===== src/rtl/aho_sequencer.sv =====
`default_nettype none
// ============================================================================
//  Module   : aho_sequencer
//  Purpose  : Paces a 3-digit BCD count 1..MAX_NUM onto a valid/ready port,
//             tagging each number with the AHO flag (multiple of 3 or any
//             digit equal to 3). Handles gap insertion, back-pressure, abort
//             and a one-cycle completion pulse.
//  Revision : 1.0  initial release
// ============================================================================
module aho_sequencer #(
  parameter int MAX_NUM    = 100,
  parameter int GAP_CYCLES = 3
) (
  input  logic        CLK,
  input  logic        RST,
  input  logic        START,
  input  logic        STOP,
  input  logic        OUT_RDY,
  output logic        OUT_VLD,
  output logic [11:0] NUM_BCD,
  output logic        AHO,
  output logic        BUSY,
  output logic        DONE
);

  typedef enum logic [1:0] {
    S_IDLE    = 2'd0,
    S_GAP     = 2'd1,
    S_PRESENT = 2'd2,
    S_FINISH  = 2'd3
  } state_t;

  // Final number in BCD so the end test is a plain 12-bit compare.
  localparam logic [11:0] c_max_bcd  = {4'(MAX_NUM / 100), 4'((MAX_NUM / 10) % 10), 4'(MAX_NUM % 10)};
  localparam logic [7:0]  c_gap_load = 8'(GAP_CYCLES);
  localparam bit          c_no_gap   = (GAP_CYCLES == 0);

  state_t      state_q, state_d;
  logic [11:0] num_q,   num_d;
  logic [1:0]  res_q,   res_d;
  logic [7:0]  gap_q,   gap_d;

  // Ripple-carry BCD increment; each digit wraps 9 -> 0 and carries upward.
  function automatic logic [11:0] bcd_inc(input logic [11:0] v);
    logic [11:0] r;
    r = v;
    if (v[3:0] != 4'd9) begin
      r[3:0] = v[3:0] + 4'd1;
    end else begin
      r[3:0] = 4'd0;
      if (v[7:4] != 4'd9) begin
        r[7:4] = v[7:4] + 4'd1;
      end else begin
        r[7:4]  = 4'd0;
        r[11:8] = v[11:8] + 4'd1;
      end
    end
    return r;
  endfunction

  // Next-state logic: sequencing, gap countdown, number/residue advance, abort.
  always_comb begin
    state_d = state_q;
    num_d   = num_q;
    res_d   = res_q;
    gap_d   = gap_q;
    unique case (state_q)
      S_IDLE: begin
        if (START && !STOP) begin
          num_d   = 12'h001;
          res_d   = 2'd1;
          gap_d   = c_gap_load;
          state_d = c_no_gap ? S_PRESENT : S_GAP;
        end
      end
      S_GAP: begin
        if (STOP) begin
          state_d = S_IDLE;
          num_d   = 12'h000;
          res_d   = 2'd0;
          gap_d   = 8'd0;
        end else begin
          gap_d = gap_q - 8'd1;
          // Leave on the cycle the counter would hit zero.
          if (gap_q <= 8'd1) begin
            gap_d   = 8'd0;
            state_d = S_PRESENT;
          end
        end
      end
      S_PRESENT: begin
        if (STOP) begin
          // A coincident handshake is still delivered to the sink; we just abort.
          state_d = S_IDLE;
          num_d   = 12'h000;
          res_d   = 2'd0;
          gap_d   = 8'd0;
        end else if (OUT_RDY) begin
          if (num_q == c_max_bcd) begin
            state_d = S_FINISH;
          end else begin
            num_d   = bcd_inc(num_q);
            res_d   = (res_q == 2'd2) ? 2'd0 : res_q + 2'd1;
            gap_d   = c_gap_load;
            state_d = c_no_gap ? S_PRESENT : S_GAP;
          end
        end
      end
      S_FINISH: begin
        state_d = S_IDLE;
      end
      default: begin
        state_d = S_IDLE;
      end
    endcase
  end

  // State and datapath registers with asynchronous reset.
  always_ff @(posedge CLK or posedge RST) begin
    if (RST) begin
      state_q <= S_IDLE;
      num_q   <= 12'h000;
      res_q   <= 2'd0;
      gap_q   <= 8'd0;
    end else begin
      state_q <= state_d;
      num_q   <= num_d;
      res_q   <= res_d;
      gap_q   <= gap_d;
    end
  end

  // Outputs decode from registers only; AHO is gated by OUT_VLD.
  always_comb begin
    OUT_VLD = (state_q == S_PRESENT);
    BUSY    = (state_q == S_GAP) || (state_q == S_PRESENT);
    DONE    = (state_q == S_FINISH);
    NUM_BCD = num_q;
    AHO     = OUT_VLD && ((res_q == 2'd0) || (num_q[3:0] == 4'd3) ||
                          (num_q[7:4] == 4'd3) || (num_q[11:8] == 4'd3));
  end

endmodule
`default_nettype wire


===== config.mk =====
export PLATFORM = sky130hd
export DESIGN_NAME = aho_sequencer
export DESIGN_NICKNAME = d
export VERILOG_FILES = /design/src/rtl/aho_sequencer.sv
export SDC_FILE = /design/constraint.sdc
export NUM_CORES = 1
export LEC_CHECK = 0
export ABC_CLOCK_PERIOD_IN_PS = 6100
export CORE_ASPECT_RATIO = 0.8
export CORE_MARGIN = 2
export CORE_UTILIZATION = 45
export CTS_BUF_LIST = sky130_fd_sc_hd__clkbuf_2
export CTS_CLUSTER_DIAMETER = 120
export DETAILED_ROUTE_END_ITERATION = 8
export GPL_ROUTABILITY_DRIVEN = 0
export GPL_TIMING_DRIVEN = 0
export PLACE_DENSITY = 0.67
export SLEW_MARGIN = 20
export SYNTH_ARGS = -nofsm -noshare
export SYNTH_HDL_FRONTEND = slang
export SYNTH_SLANG_ARGS = --single-unit

===== constraint.sdc =====
create_clock -name CLK -period 6.1 [get_ports CLK]
set_clock_uncertainty 0.15 [all_clocks]
set_input_delay 0.61 -clock CLK [delete_from_list [all_inputs] [get_ports CLK]]
set_output_delay 0.61 -clock CLK [all_outputs]
set_load 0.1 [all_outputs]

Word level (Yosys, flattened, before mapping) --
Cells that the tools add are included.
Word-level totals: bits of input ports 5, register bits 24, output and inout bits 16, word-level logic and storage cells 74
Operators by class: mux-type cells 30, reduce and logical (&&, ||, !) cells 15, add/sub/neg operators 5, eq/ne operators 17, magnitude comparators 1
Operators with widths (count):
- two-way mux 12 bit | 5
- two-way mux 8 bit | 7
- one-hot mux 12 bit (3 select lines) | 1
- one-hot mux 8 bit (3 select lines) | 1
- two-way mux 2 bit | 11
- inequality test 3 bit, second input constant | 5
- adder 4 x 1 -> 4 bit, second input constant | 3
- == test 12 x 9 -> 1 bit, second input constant | 1
- == test 4 x 2 -> 1 bit, second input constant | 3
- two-way mux 4 bit | 3
- <= comparator 8 x 1 -> 1 bit, second input constant | 1
- inequality test 4 bit, second input constant | 2
- one-hot mux 2 bit (4 select lines) | 1
- subtractor 8 x 1 -> 8 bit, second input constant | 1
- AND reduction 7 bit | 1
- == test 2 bit, second input constant | 3
- one-hot mux 2 bit (3 select lines) | 1
- AND reduction 6 bit | 1
- AND reduction 5 bit | 1
- logical NOT 2 bit | 2
- logical OR 1 bit | 4
- inequality test 2 bit, second input constant | 2
- AND reduction 4 bit | 1
- AND reduction 3 bit | 1
- other kinds (5) | 6

Logic depth before layout (Yosys ltp) --
depth after elaboration 7, depth in mapped cells 9, depth with buffers taken out 7

Least setup slack after synthesis --
No wires, ideal clock.
path kind register to output, from register num_q[0] (netlist: NUM_BCD[0]), to output AHO, arrival time 2366 ps, slack 2974 ps, path buffers 0, cell stages (with the launch flop) 5, required time 5340 ps, cells stage by stage dfrtp_1 ha_1 nor2b_1 o2bb2ai_1 o31a_1
Between the ends: cells in the longest elaborated chain, start to end 5
Ends and longest elaborated chain:
- start, declared | line 39 | logic [11:0] num_q, num_d;
- start signal, assigned | line 127 | num_q <= num_d;
- == test 4 x 2 -> 1 bit | line 139 | AHO = OUT_VLD && ((res_q == 2'd0) || (num_q[3:0] == 4'd3) ||
- logical OR 1 bit (2 in a row) | line 139
- logical OR 1 bit | line 140 | (num_q[7:4] == 4'd3) || (num_q[11:8] == 4'd3));
- logical AND 1 bit | line 139
- end, declared | line 21 | output logic AHO,
No other way between the ends.

Final worst setup path --
Ends and elaborated chain as after synthesis.

==> flow_summary.ini <==
[timing]
max_freq_mhz = 291.5
hold_viol = 0
slew_violations = 0
rsz0062_at_grt = false
max_slew_margin_pct = 34.88
final.setup.worst_slack_ns = 2.669
fin_tns_setup_ns = 0
worst_slew_pin_slew_ns = 0.9737
period_minus_slack_ns = 3.431
finalCritPeriodShare_pct = 56.24
setup_viol = 0

[clock_tree]
cts-htree-levels = 1
ctsResizeCount = 0
clkTransAtPathRegs_ns = 0.23
cts_tree = built
cts.sinks = 24
insertion_delay_ns = 0.35
hold_buffers = 0
post-cts-setup-buffer-count = 0
clockBufferDepth = 2
numCtsBuffers = 3
root_buffer = clkbuf_2

[routing]
dr.pass1.iters = 4
dr_total_vias = 1403
ant_nets = 0
drc = 0
drtIter0Drc = 125
wl_um = 3645
drt-vias-per-instance = 5.727
routedWlPerCell_um = 14.88

[outcome]
status = finished clean

[yosys]
yosysMostFrequentCell = dfrtp_1
ys_ff_latch = 24
synth.avg_cell_area_um2 = 8.996
ys_async_sr_fraction_pct = 100.0
yosysSeqAreaShare_pct = 37.30
yosysWarnings = 0
synth.distinct_cells = 43
syn_inst = 179
synth_top_area_share_pct = 37.30
synth.net_count = 199
synth_top_cell_by_area = dfrtp_1
synth_area_leaders = dfrtp_1 (37%), ha_1 (12%), o21ai_0 (5.6%), nand2_1 (3.7%), nor2_1 (3.7%)
synth_edf_count = 0
synth_ff_type = dfrtp_1
synthTopCellsByCount = dfrtp_1 (24), o21ai_0 (18), nand2_1 (16), nor2_1 (16), ha_1 (15)
synth_area_um2 = 1610

[floorplan]
initial_core_util_pct = 47.04
chipHeight_um = 57.51
die_w_um = 70.88
num_rows = 19
core-area_um2 = 3423
io_pins = 21
die_area_um2 = 4076

[power_and_ir_drop]
p_leak_uw = 0.0008228
peakVddDrop_v = 0.0002556
p_per_area_nw_per_um2 = 382.1

[worst_setup_path]
crit_path_start_kind = flop
crit_fanout = 6
endpoint_kind = output pin
worst-setup-path-type = reg2out
rr_startpoint = state_q[0]$_DFFE_PP0P_
cp.arrival_ns = 2.67
worstSetupStartpoint = NUM_BCD[0]$_DFFE_PP0P_
worstPathRequired_ns = 5.34

[global_route]
antenna_found_initial = 0
gr-total-overflow = 0
grt_pass1_vias = 1296
grt_pass1_wl_um = 6237
grt_max_degree = 25
grtUsageTotal_pct = 19.44

[place]
placed_cells = 241
portBuffers = 20
hpwl_um = 2774
dpl_worst_slack_ns = 3.076
dpl_cell_area_um2 = 1863

[layout]
area_delta_synth_final_pct = 16.86
nNetsFinal = 224
fillCellCount = 330
final_area_um2 = 1882
multi_input_area_um2 = 925.9
final_cells = 245
final_util_pct = 54.97
n_antenna_cell = 0
regArea_um2 = 600.6
layout-drive-gt1-share_pct = 5.419

[hold_path]
hold_class = reg2reg
hold_start = gap_q[7]$_DFFE_PP0P_

[run]
drv_cap = 0
==> critical path, cell delays in order, from the launching register on <==
cell and delay [ns]:
dfrtp_1 0.50, ha_1 0.20, nor2b_1 0.22, o2bb2ai_1 0.14
o31a_1 0.14, clkdlybuf4s50_1 1.13
==> per-stage QoR <==
stage                     power [uW]  hold WS, ns
after detailed placement       657.9       0.3193
after global placement         644.3       0.3096
after global routing           781.2       0.3857
after CTS                      724.3       0.3527
after floorplan                560.4       0.2895
final                          719.1       0.3578
==> state kept, by name, indices dropped and copies added, names as in the netlist <==
| signal | flops |
|---|---|
| NUM_BCD | 12 |
| state_q | 2 |
| res_q | 2 |
| gap_q | 8 |
==> kinds of logic after synthesis <==
logic type	count (synthesis)	share of synthesized area [%]
adder cells (fa/ha/maj)	15	11.66
AO/OA/AOI/OAI	54	24.24
AND/OR/NAND/NOR	66	21.60
buffers and inverters	20	5.205
flip-flops	24	37.30
==> report_power, final <==
part,internal (uW),switching [uW]
Clock,14.2,48.8
Combinational,136,298
Sequential,187,34.7
==> cells in the final DEF (no fill, tap or decap), types with 2 or more instances in the layout <==
| cell | n |
|---|---|
| a21o_1 | 3 |
| a21oi_1 | 9 |
| a32o_1 | 2 |
| clkbuf_1 | 4 |
| clkbuf_2 | 3 |
| clkdlybuf4s50_1 | 20 |
| dfrtp_1 | 24 |
| ha_1 | 15 |
| inv_1 | 14 |
| nand2_1 | 16 |
| nand2b_1 | 5 |
| nand3_1 | 4 |
| nand3b_1 | 2 |
| nor2_1 | 16 |
| nor2b_1 | 5 |
| nor3_1 | 4 |
| nor4_1 | 3 |
| o21ai_0 | 18 |
| o21ai_1 | 2 |
| o21bai_1 | 2 |
| o31ai_1 | 3 |
| o41ai_1 | 4 |
| or4_1 | 2 |
==> final timing paths <==
| path | end | slack (ns) | cells past startpoint |
|---|---|---|---|
| max | AHO | 2.67 | 5 |
| min | gap_q[7]$_DFFE_PP0P_ | 0.36 | 1 |
| max reg2reg | NUM_BCD[8]$_DFFE_PP0P_ | 3.44 | 8 |
| min reg2reg | gap_q[7]$_DFFE_PP0P_ | 0.36 | 1 |
| max in group asynchronous | NUM_BCD[7]$_DFFE_PP0P_ | 4.65 | 2 |
| min in group asynchronous | gap_q[5]$_DFFE_PP0P_ | 0.58 | 2 |
==> cell type report <==
cell class | count | share of cell area, %
multi-input combinational | 135 | 49.20
sequential | 24 | 31.91
buffer | 6 | 1.662
timing repair buffer | 20 | 10.64
tap | 42 | 2.793
clock buffer | 3 | 0.7979
clock inverter | 1 | 0.1995
inverter | 14 | 2.793
==> layer usage <==
metal | routed length, um | global-route usage (%) | vias up
li1 | - | - | 687
met2 | 1519 | 27.10 | 35
met3 | 228 | 4.594 | 2
met4 | 16 | 3.504 | 0
met1 | 1880 | 30.73 | 679
met5 | 0 | 0 | -
(Power assumes the default switching activity.)
